$ cat src/rtl/sparc_mem_pkg.sv
// Shared SPARC memory-port definitions: loader state encoding, r/w and access-size codes.
// Also consumed by the control unit, so keep encodings stable.
package sparc_mem_pkg;

  typedef enum logic [2:0] {
    ST_IDLE   = 3'd0,
    ST_L_WAIT = 3'd1,
    ST_L_MOV  = 3'd2,
    ST_L_REL  = 3'd3,
    ST_D_MOV  = 3'd4,
    ST_D_REL  = 3'd5,
    ST_DONE   = 3'd6,
    ST_ERR    = 3'd7
  } loader_state_t;

  localparam logic RW_WRITE = 1'b0;
  localparam logic RW_READ  = 1'b1;

  localparam logic [1:0] TYPE_BYTE  = 2'b00;
  localparam logic [1:0] TYPE_HALF  = 2'b01;
  localparam logic [1:0] TYPE_WORD  = 2'b10;
  localparam logic [1:0] TYPE_DWORD = 2'b11;

  function automatic logic [31:0] byte_to_word(input logic [7:0] b);
    return {24'h000000, b};
  endfunction

endpackage

$ cat src/rtl/sparc_moc_handshake.sv
// MFA/MOC handshake helper: drives mov from the request and watches MOC with a
// down-counting timeout that reloads whenever the request is idle.
module sparc_moc_handshake #(
  parameter int MOC_TIMEOUT = 15
) (
  input  logic i_clk,
  input  logic i_rst,
  input  logic i_req,
  input  logic i_moc,
  output logic o_mov,
  output logic o_done,
  output logic o_released,
  output logic o_timeout
);

  localparam int CNT_W = $clog2(MOC_TIMEOUT + 1);
  localparam logic [CNT_W-1:0] LP_TC_LOAD = CNT_W'(MOC_TIMEOUT - 1);

  logic [CNT_W-1:0] r_cnt;

  // Reload while idle so every new request gets the full window.
  always_ff @(posedge i_clk or posedge i_rst) begin
    if (i_rst)               r_cnt <= LP_TC_LOAD;
    else if (!i_req)         r_cnt <= LP_TC_LOAD;
    else if (r_cnt != '0)    r_cnt <= r_cnt - 1'b1;
  end

  assign o_mov      = i_req;
  assign o_done     = i_req & i_moc;
  assign o_released = ~i_moc;
  assign o_timeout  = i_req & ~i_moc & (r_cnt == '0);

endmodule

$ cat src/rtl/sparc_ram_loader.sv
// Owns the SPARC_RAM port while the MPU is held: streams a byte image into RAM
// (load), reads it back byte-by-byte (dump), and releases cpu_hold after a load.
//
// state   | meaning
// IDLE    | port idle, waiting for start_load / start_dump
// L_WAIT  | in_ready high, waiting for an image byte
// L_MOV   | write request (mov=1, rw=0) until MOC
// L_REL   | mov dropped, waiting for MOC low, then advance
// D_MOV   | read request (mov=1, rw=1) until MOC, capture byte
// D_REL   | mov dropped, waiting for MOC low, then advance
// DONE    | finished; accepts new starts like IDLE
// ERR     | MOC timeout or address overflow; accepts new starts
module sparc_ram_loader
  import sparc_mem_pkg::*;
#(
  parameter int ADDR_W      = 9,
  parameter int DUMP_LAST   = 60,
  parameter int MOC_TIMEOUT = 15
) (
  input  logic              Clk,
  input  logic              Clr,
  input  logic              start_load,
  input  logic              start_dump,
  input  logic [7:0]        in_data,
  input  logic              in_valid,
  input  logic              in_last,
  output logic              in_ready,
  output logic [7:0]        dump_data,
  output logic [ADDR_W-1:0] dump_addr,
  output logic              dump_valid,
  output logic              ram_mov,
  output logic              ram_rw,
  output logic [1:0]        ram_type,
  output logic [ADDR_W-1:0] ram_addr,
  output logic [31:0]       ram_din,
  input  logic [31:0]       ram_dout,
  input  logic              ram_moc,
  output logic              cpu_hold,
  output logic              busy,
  output logic              error,
  output logic [ADDR_W:0]   byte_count
);

  localparam logic [ADDR_W-1:0] LP_DUMP_LAST = ADDR_W'(DUMP_LAST);

  loader_state_t     r_state, w_state_nxt;
  logic [ADDR_W-1:0] r_addr;
  logic [ADDR_W:0]   r_byte_count;
  logic [7:0]        r_din;
  logic              r_last;
  logic              r_cpu_hold;
  logic              r_error;
  logic [7:0]        r_dump_data;
  logic [ADDR_W-1:0] r_dump_addr;
  logic              r_dump_valid;

  logic w_req, w_mov, w_done, w_released, w_timeout;
  logic w_idle_like, w_start_load, w_start_dump;
  logic w_in_ready, w_rw, w_busy;
  logic w_unused_dout;

  assign w_unused_dout = ^ram_dout[31:8];

  sparc_moc_handshake #(.MOC_TIMEOUT(MOC_TIMEOUT)) u_hs (
    .i_clk      (Clk),
    .i_rst      (Clr),
    .i_req      (w_req),
    .i_moc      (ram_moc),
    .o_mov      (w_mov),
    .o_done     (w_done),
    .o_released (w_released),
    .o_timeout  (w_timeout)
  );

  assign w_idle_like  = (r_state == ST_IDLE) || (r_state == ST_DONE) || (r_state == ST_ERR);
  assign w_start_load = w_idle_like & start_load;
  assign w_start_dump = w_idle_like & ~start_load & start_dump;

  always_ff @(posedge Clk or posedge Clr) begin
    if (Clr) r_state <= ST_IDLE;
    else     r_state <= w_state_nxt;
  end

  always_comb begin
    w_state_nxt = r_state;
    w_req       = 1'b0;
    w_in_ready  = 1'b0;
    w_rw        = RW_READ;
    w_busy      = 1'b1;
    case (r_state)
      ST_IDLE, ST_DONE, ST_ERR: begin
        w_busy = 1'b0;
        if (w_start_load)      w_state_nxt = ST_L_WAIT;
        else if (w_start_dump) w_state_nxt = ST_D_MOV;
      end
      ST_L_WAIT: begin
        w_in_ready = 1'b1;
        if (in_valid) w_state_nxt = ST_L_MOV;
      end
      ST_L_MOV: begin
        w_req = 1'b1;
        w_rw  = RW_WRITE;
        if (w_done)         w_state_nxt = ST_L_REL;
        else if (w_timeout) w_state_nxt = ST_ERR;
      end
      ST_L_REL: begin
        w_rw = RW_WRITE;
        if (w_released) begin
          if (r_last)       w_state_nxt = ST_DONE;
          else if (&r_addr) w_state_nxt = ST_ERR;
          else              w_state_nxt = ST_L_WAIT;
        end
      end
      ST_D_MOV: begin
        w_req = 1'b1;
        if (w_done)         w_state_nxt = ST_D_REL;
        else if (w_timeout) w_state_nxt = ST_ERR;
      end
      ST_D_REL: begin
        if (w_released) w_state_nxt = (r_addr == LP_DUMP_LAST) ? ST_DONE : ST_D_MOV;
      end
      default: w_state_nxt = ST_IDLE;
    endcase
  end

  always_ff @(posedge Clk or posedge Clr) begin
    if (Clr) begin
      r_addr       <= '0;
      r_byte_count <= '0;
      r_din        <= '0;
      r_last       <= 1'b0;
      r_cpu_hold   <= 1'b1;
      r_error      <= 1'b0;
      r_dump_data  <= '0;
      r_dump_addr  <= '0;
      r_dump_valid <= 1'b0;
    end else begin
      r_dump_valid <= 1'b0;
      if (w_start_load) begin
        r_addr       <= '0;
        r_byte_count <= '0;
        r_cpu_hold   <= 1'b1;
        r_error      <= 1'b0;
      end
      if (w_start_dump) begin
        r_addr  <= '0;
        r_error <= 1'b0;
      end
      if (r_state == ST_L_WAIT && in_valid) begin
        r_din  <= in_data;
        r_last <= in_last;
      end
      if (r_state == ST_L_REL && w_released) begin
        r_byte_count <= r_byte_count + 1'b1;
        if (r_last)        r_cpu_hold <= 1'b0;
        else if (!(&r_addr)) r_addr   <= r_addr + 1'b1;
      end
      if (r_state == ST_D_MOV && w_done) begin
        r_dump_data  <= ram_dout[7:0];
        r_dump_addr  <= r_addr;
        r_dump_valid <= 1'b1;
      end
      if (r_state == ST_D_REL && w_released && r_addr != LP_DUMP_LAST)
        r_addr <= r_addr + 1'b1;
      if (w_state_nxt == ST_ERR && r_state != ST_ERR)
        r_error <= 1'b1;
    end
  end

  assign in_ready   = w_in_ready;
  assign busy       = w_busy;
  assign ram_mov    = w_mov;
  assign ram_rw     = w_rw;
  assign ram_type   = TYPE_BYTE;
  assign ram_addr   = r_addr;
  assign ram_din    = byte_to_word(r_din);
  assign dump_data  = r_dump_data;
  assign dump_addr  = r_dump_addr;
  assign dump_valid = r_dump_valid;
  assign cpu_hold   = r_cpu_hold;
  assign error      = r_error;
  assign byte_count = r_byte_count;

endmodule

$ cat config.mk
export PLATFORM = sky130hd
export DESIGN_NAME = sparc_ram_loader
export DESIGN_NICKNAME = d
export VERILOG_FILES = /design/src/rtl/sparc_mem_pkg.sv /design/src/rtl/sparc_moc_handshake.sv /design/src/rtl/sparc_ram_loader.sv
export SDC_FILE = /design/constraint.sdc
export NUM_CORES = 1
export LEC_CHECK = 0
export ABC_AREA = 1
export CORE_ASPECT_RATIO = 1.2
export CORE_MARGIN = 5
export CORE_UTILIZATION = 23
export CTS_CLUSTER_DIAMETER = 80
export CTS_CLUSTER_SIZE = 30
export DETAILED_ROUTE_END_ITERATION = 6
export DONT_BUFFER_PORTS = 1
export GPL_TIMING_DRIVEN = 0
export PLACE_DENSITY = 0.4
export SLEW_MARGIN = 30
export SYNTH_ARGS = -nofsm -noshare
export SYNTH_HDL_FRONTEND = slang
export SYNTH_SLANG_ARGS = --single-unit
$ cat constraint.sdc
create_clock -name Clk -period 2.3 [get_ports Clk]
set_input_delay 0.69 -clock Clk [delete_from_list [all_inputs] [get_ports Clk]]
set_output_delay 0.69 -clock Clk [all_outputs]
set_load 0.03 [all_outputs]
==> results_dict.tcl <==
set metrics [dict create \
    setup_violations 0 \
    post_cts_buffers 0 \
    synth_top_area_cell "dfrtp_1" \
    antenna_cells 0 \
    grt_pass1_vias 2173 \
    post-synth-top-count-cell "nand2_1" \
    dieHeight_microns 132.5 \
    path_clk_slew_ns 0.07 \
    synth.area.top_cells "dfrtp_1 44%, nand2_1 12%, buf_4 7.0%" \
    die-area_sq_mm 0.01485 \
    ioPinCount 124 \
    dp_hpwl_microns 5571 \
    synth.avg_cell_area_sq_um 8.561 \
    numCtsBuffers 5 \
    arrival_ns 1.50 \
    drive_gt1_frac 0.2243 \
    path_buf_inv 3 \
    post-route-drc-count 0 \
    grt_pass1_wl_microns 11940 \
    wl_per_cell_microns 13.37 \
    ys_types 31 \
    clock_skew_ns 0.005529 \
    area_growth_syn_to_layout_pct 18.05 \
    cts_buffer_depth 2 \
    holdBufCountCts 0 \
    rsz0062_at_grt "false" \
    synth_warnings 0 \
    p_leak_nw 1.685 \
    cts_resized 0 \
    cts.sinks 55 \
    fill_cells 1312 \
    synth_flop_cell "dfrtp_1" \
    grt_use_total 0.09912 \
    ys_async_sr_fraction 1.000 \
    fin_util 0.2791 \
    via_per_inst 4.034 \
    top_usage_layer "met2" \
    cp_max_fo 9 \
    ys_top_cells_by_count "95 x nand2_1, 51 x dfrtp_1, 28 x inv_1, 27 x buf_4, 26 x nor2_1" \
    synth_seq_cells 55 \
    grt_use_met3 0.04111 \
    seq_area_frac_synth 0.4802 \
    max-vdd-ir-drop_uv 418.7 \
    power.density_mw_per_mm2 1235 \
    antenna_left 0 \
    synth-edff-count 0 \
    hold_class "input port to asynchronous set/reset pin" \
    status "completed" \
    clock.fmax_ghz 0.4560 \
    syn_inst 336 \
    root_buffer "clkbuf_16" \
    critPathMaxStageDelay_ns 0.36 \
    portBuffers 0 \
    synth_top_area_frac 0.4437 \
    clk_latency_ns 0.29 \
    endpoint_kind "output port" \
    slew_viol_final 0 \
    drtIter0Drc 65 \
    cp-start-kind "register" \
    worst-setup-path-type "register to output port" \
    holdWs_ns 0.2558 \
    netlist_area_sq_mm 0.002877 \
    crit_required_ns 1.61 \
    cp_top_family "buffers and inverters" \
    die_x_microns 112.1 \
    nNetsFinal 422 \
    antenna_found_initial 0 \
    globalplace.congestion 0.8052 \
    coreArea_sq_mm 0.01217 \
    tightest_slew_ns 0.6333 \
    grt_use_met2 0.1706 \
    post-route-period-util 0.9534 \
    start_util 0.2364 \
    worstPathCellList "buf_2 > inv_2 > nand2_2 > nand2_1 > nand2_1 > inv_2" \
    slew_headroom 0.5762 \
    cap_violations 0 \
    grt_max_degree 30 \
    finalHoldViolCount 0 \
    cp_slowest_cell "dfrtp_1" \
    fin_crit_ns 2.193 \
    dr_total_vias 2142 \
    cts_tree "yes" \
    finalPower_w 0.004195 \
    wl_microns 7097 \
    htree_levels 2 \
    drtPass1Iterations 4 \
    overflow 0 \
    rows 44 \
    met1_usage 0.1116 \
]
## logic make-up after synthesis
| family | Yosys count | share of synthesized area |
|---|---|---|
| flops | 55 | 0.4802 |
| xor+xnor | 9 | 0.02740 |
| buf+inv | 64 | 0.1257 |
| other cells | 1 | 0.001304 |
| simple gates | 153 | 0.2240 |
| fa+ha+maj | 6 | 0.02610 |
| mux | 8 | 0.03132 |
| compound gates | 40 | 0.08395 |
## final timing paths
kind	startpoint	to	slack [ns]	cells after the start
min in group Clk	r_last$_DFFE_PP0P_	cpu_hold$_DFF_PP1_	0.47	1
max reg2reg	ram_addr[0]$_DFF_PP0_	ram_addr[0]$_DFF_PP0_	0.29	11
max in group asynchronous	Clr	ram_addr[5]$_DFF_PP0_	1.55	2
min	Clr	r_din[7]$_DFFE_PP0P_	0.26	1
min reg2reg	r_last$_DFFE_PP0P_	cpu_hold$_DFF_PP1_	0.47	1
max	r_state[2]$_DFF_PP0_	ram_mov	0.11	6
## flip-flops by register name (all words and copies together), names as in the netlist
| signal | count |
|---|---|
| byte_count | 10 |
| dump_addr | 9 |
| ram_addr | 9 |
| dump_data | 8 |
| r_din | 8 |
| u_hs.r_cnt | 4 |
| r_state | 3 |
| cpu_hold | 1 |
| dump_valid | 1 |
| error | 1 |
| r_last | 1 |
## report_power, final
| group | switching (W) | internal, W |
|---|---|---|
| combinational | 0.000834 | 0.000406 |
| sequential | 0.000711 | 0.00126 |
| clock | 0.000357 | 0.000625 |
| total | 0.00190 | 0.00229 |
## per-layer routing
layer,part of all wire,wire length (microns)
met5,0,0
met2,0.52,3684
met1,0.38,2696
met3,0.091,644
met4,0.010,71
## area by class of cell
type                       count  area (sq um)  share of cell area
multi-input combinational    242          1232              0.3629
timing repair buffer           1         20.02            0.005895
clock buffer                   6         128.9             0.03795
buffer                        30         230.2             0.06780
clock inverter                 2         60.06             0.01769
inverter                      34         133.9             0.03943
sequential                    55          1389              0.4090
tap                          161         201.4             0.05932
## per-stage QoR
step / worst slack, ns / setup TNS [ns] / cell area, sq um / std cells
finish: 0.1071 / 0 / 3396 / 531
CTS: 0.03824 / 0 / 3383 / 531
global placement: -0.6173 / -31.33 / 3172 / 522
detailed placement: 0.06686 / 0 / 3194 / 523
global route: 0.005732 / 0 / 3396 / 531
floorplan: 0.2737 / 0 / 2970 / 361
## cells in the final DEF, fill, tap and decap left out, drive strengths merged, types with 6 or more instances in the layout
master,instances
nand2,99
dfrtp,51
inv,33
buf,31
nor2,28
conb,26
o21ai,24
nand3,17
a21oi,14
mux2,8
xor2,6
ha,6
clkbuf,6
(Power assumes the default switching activity.)
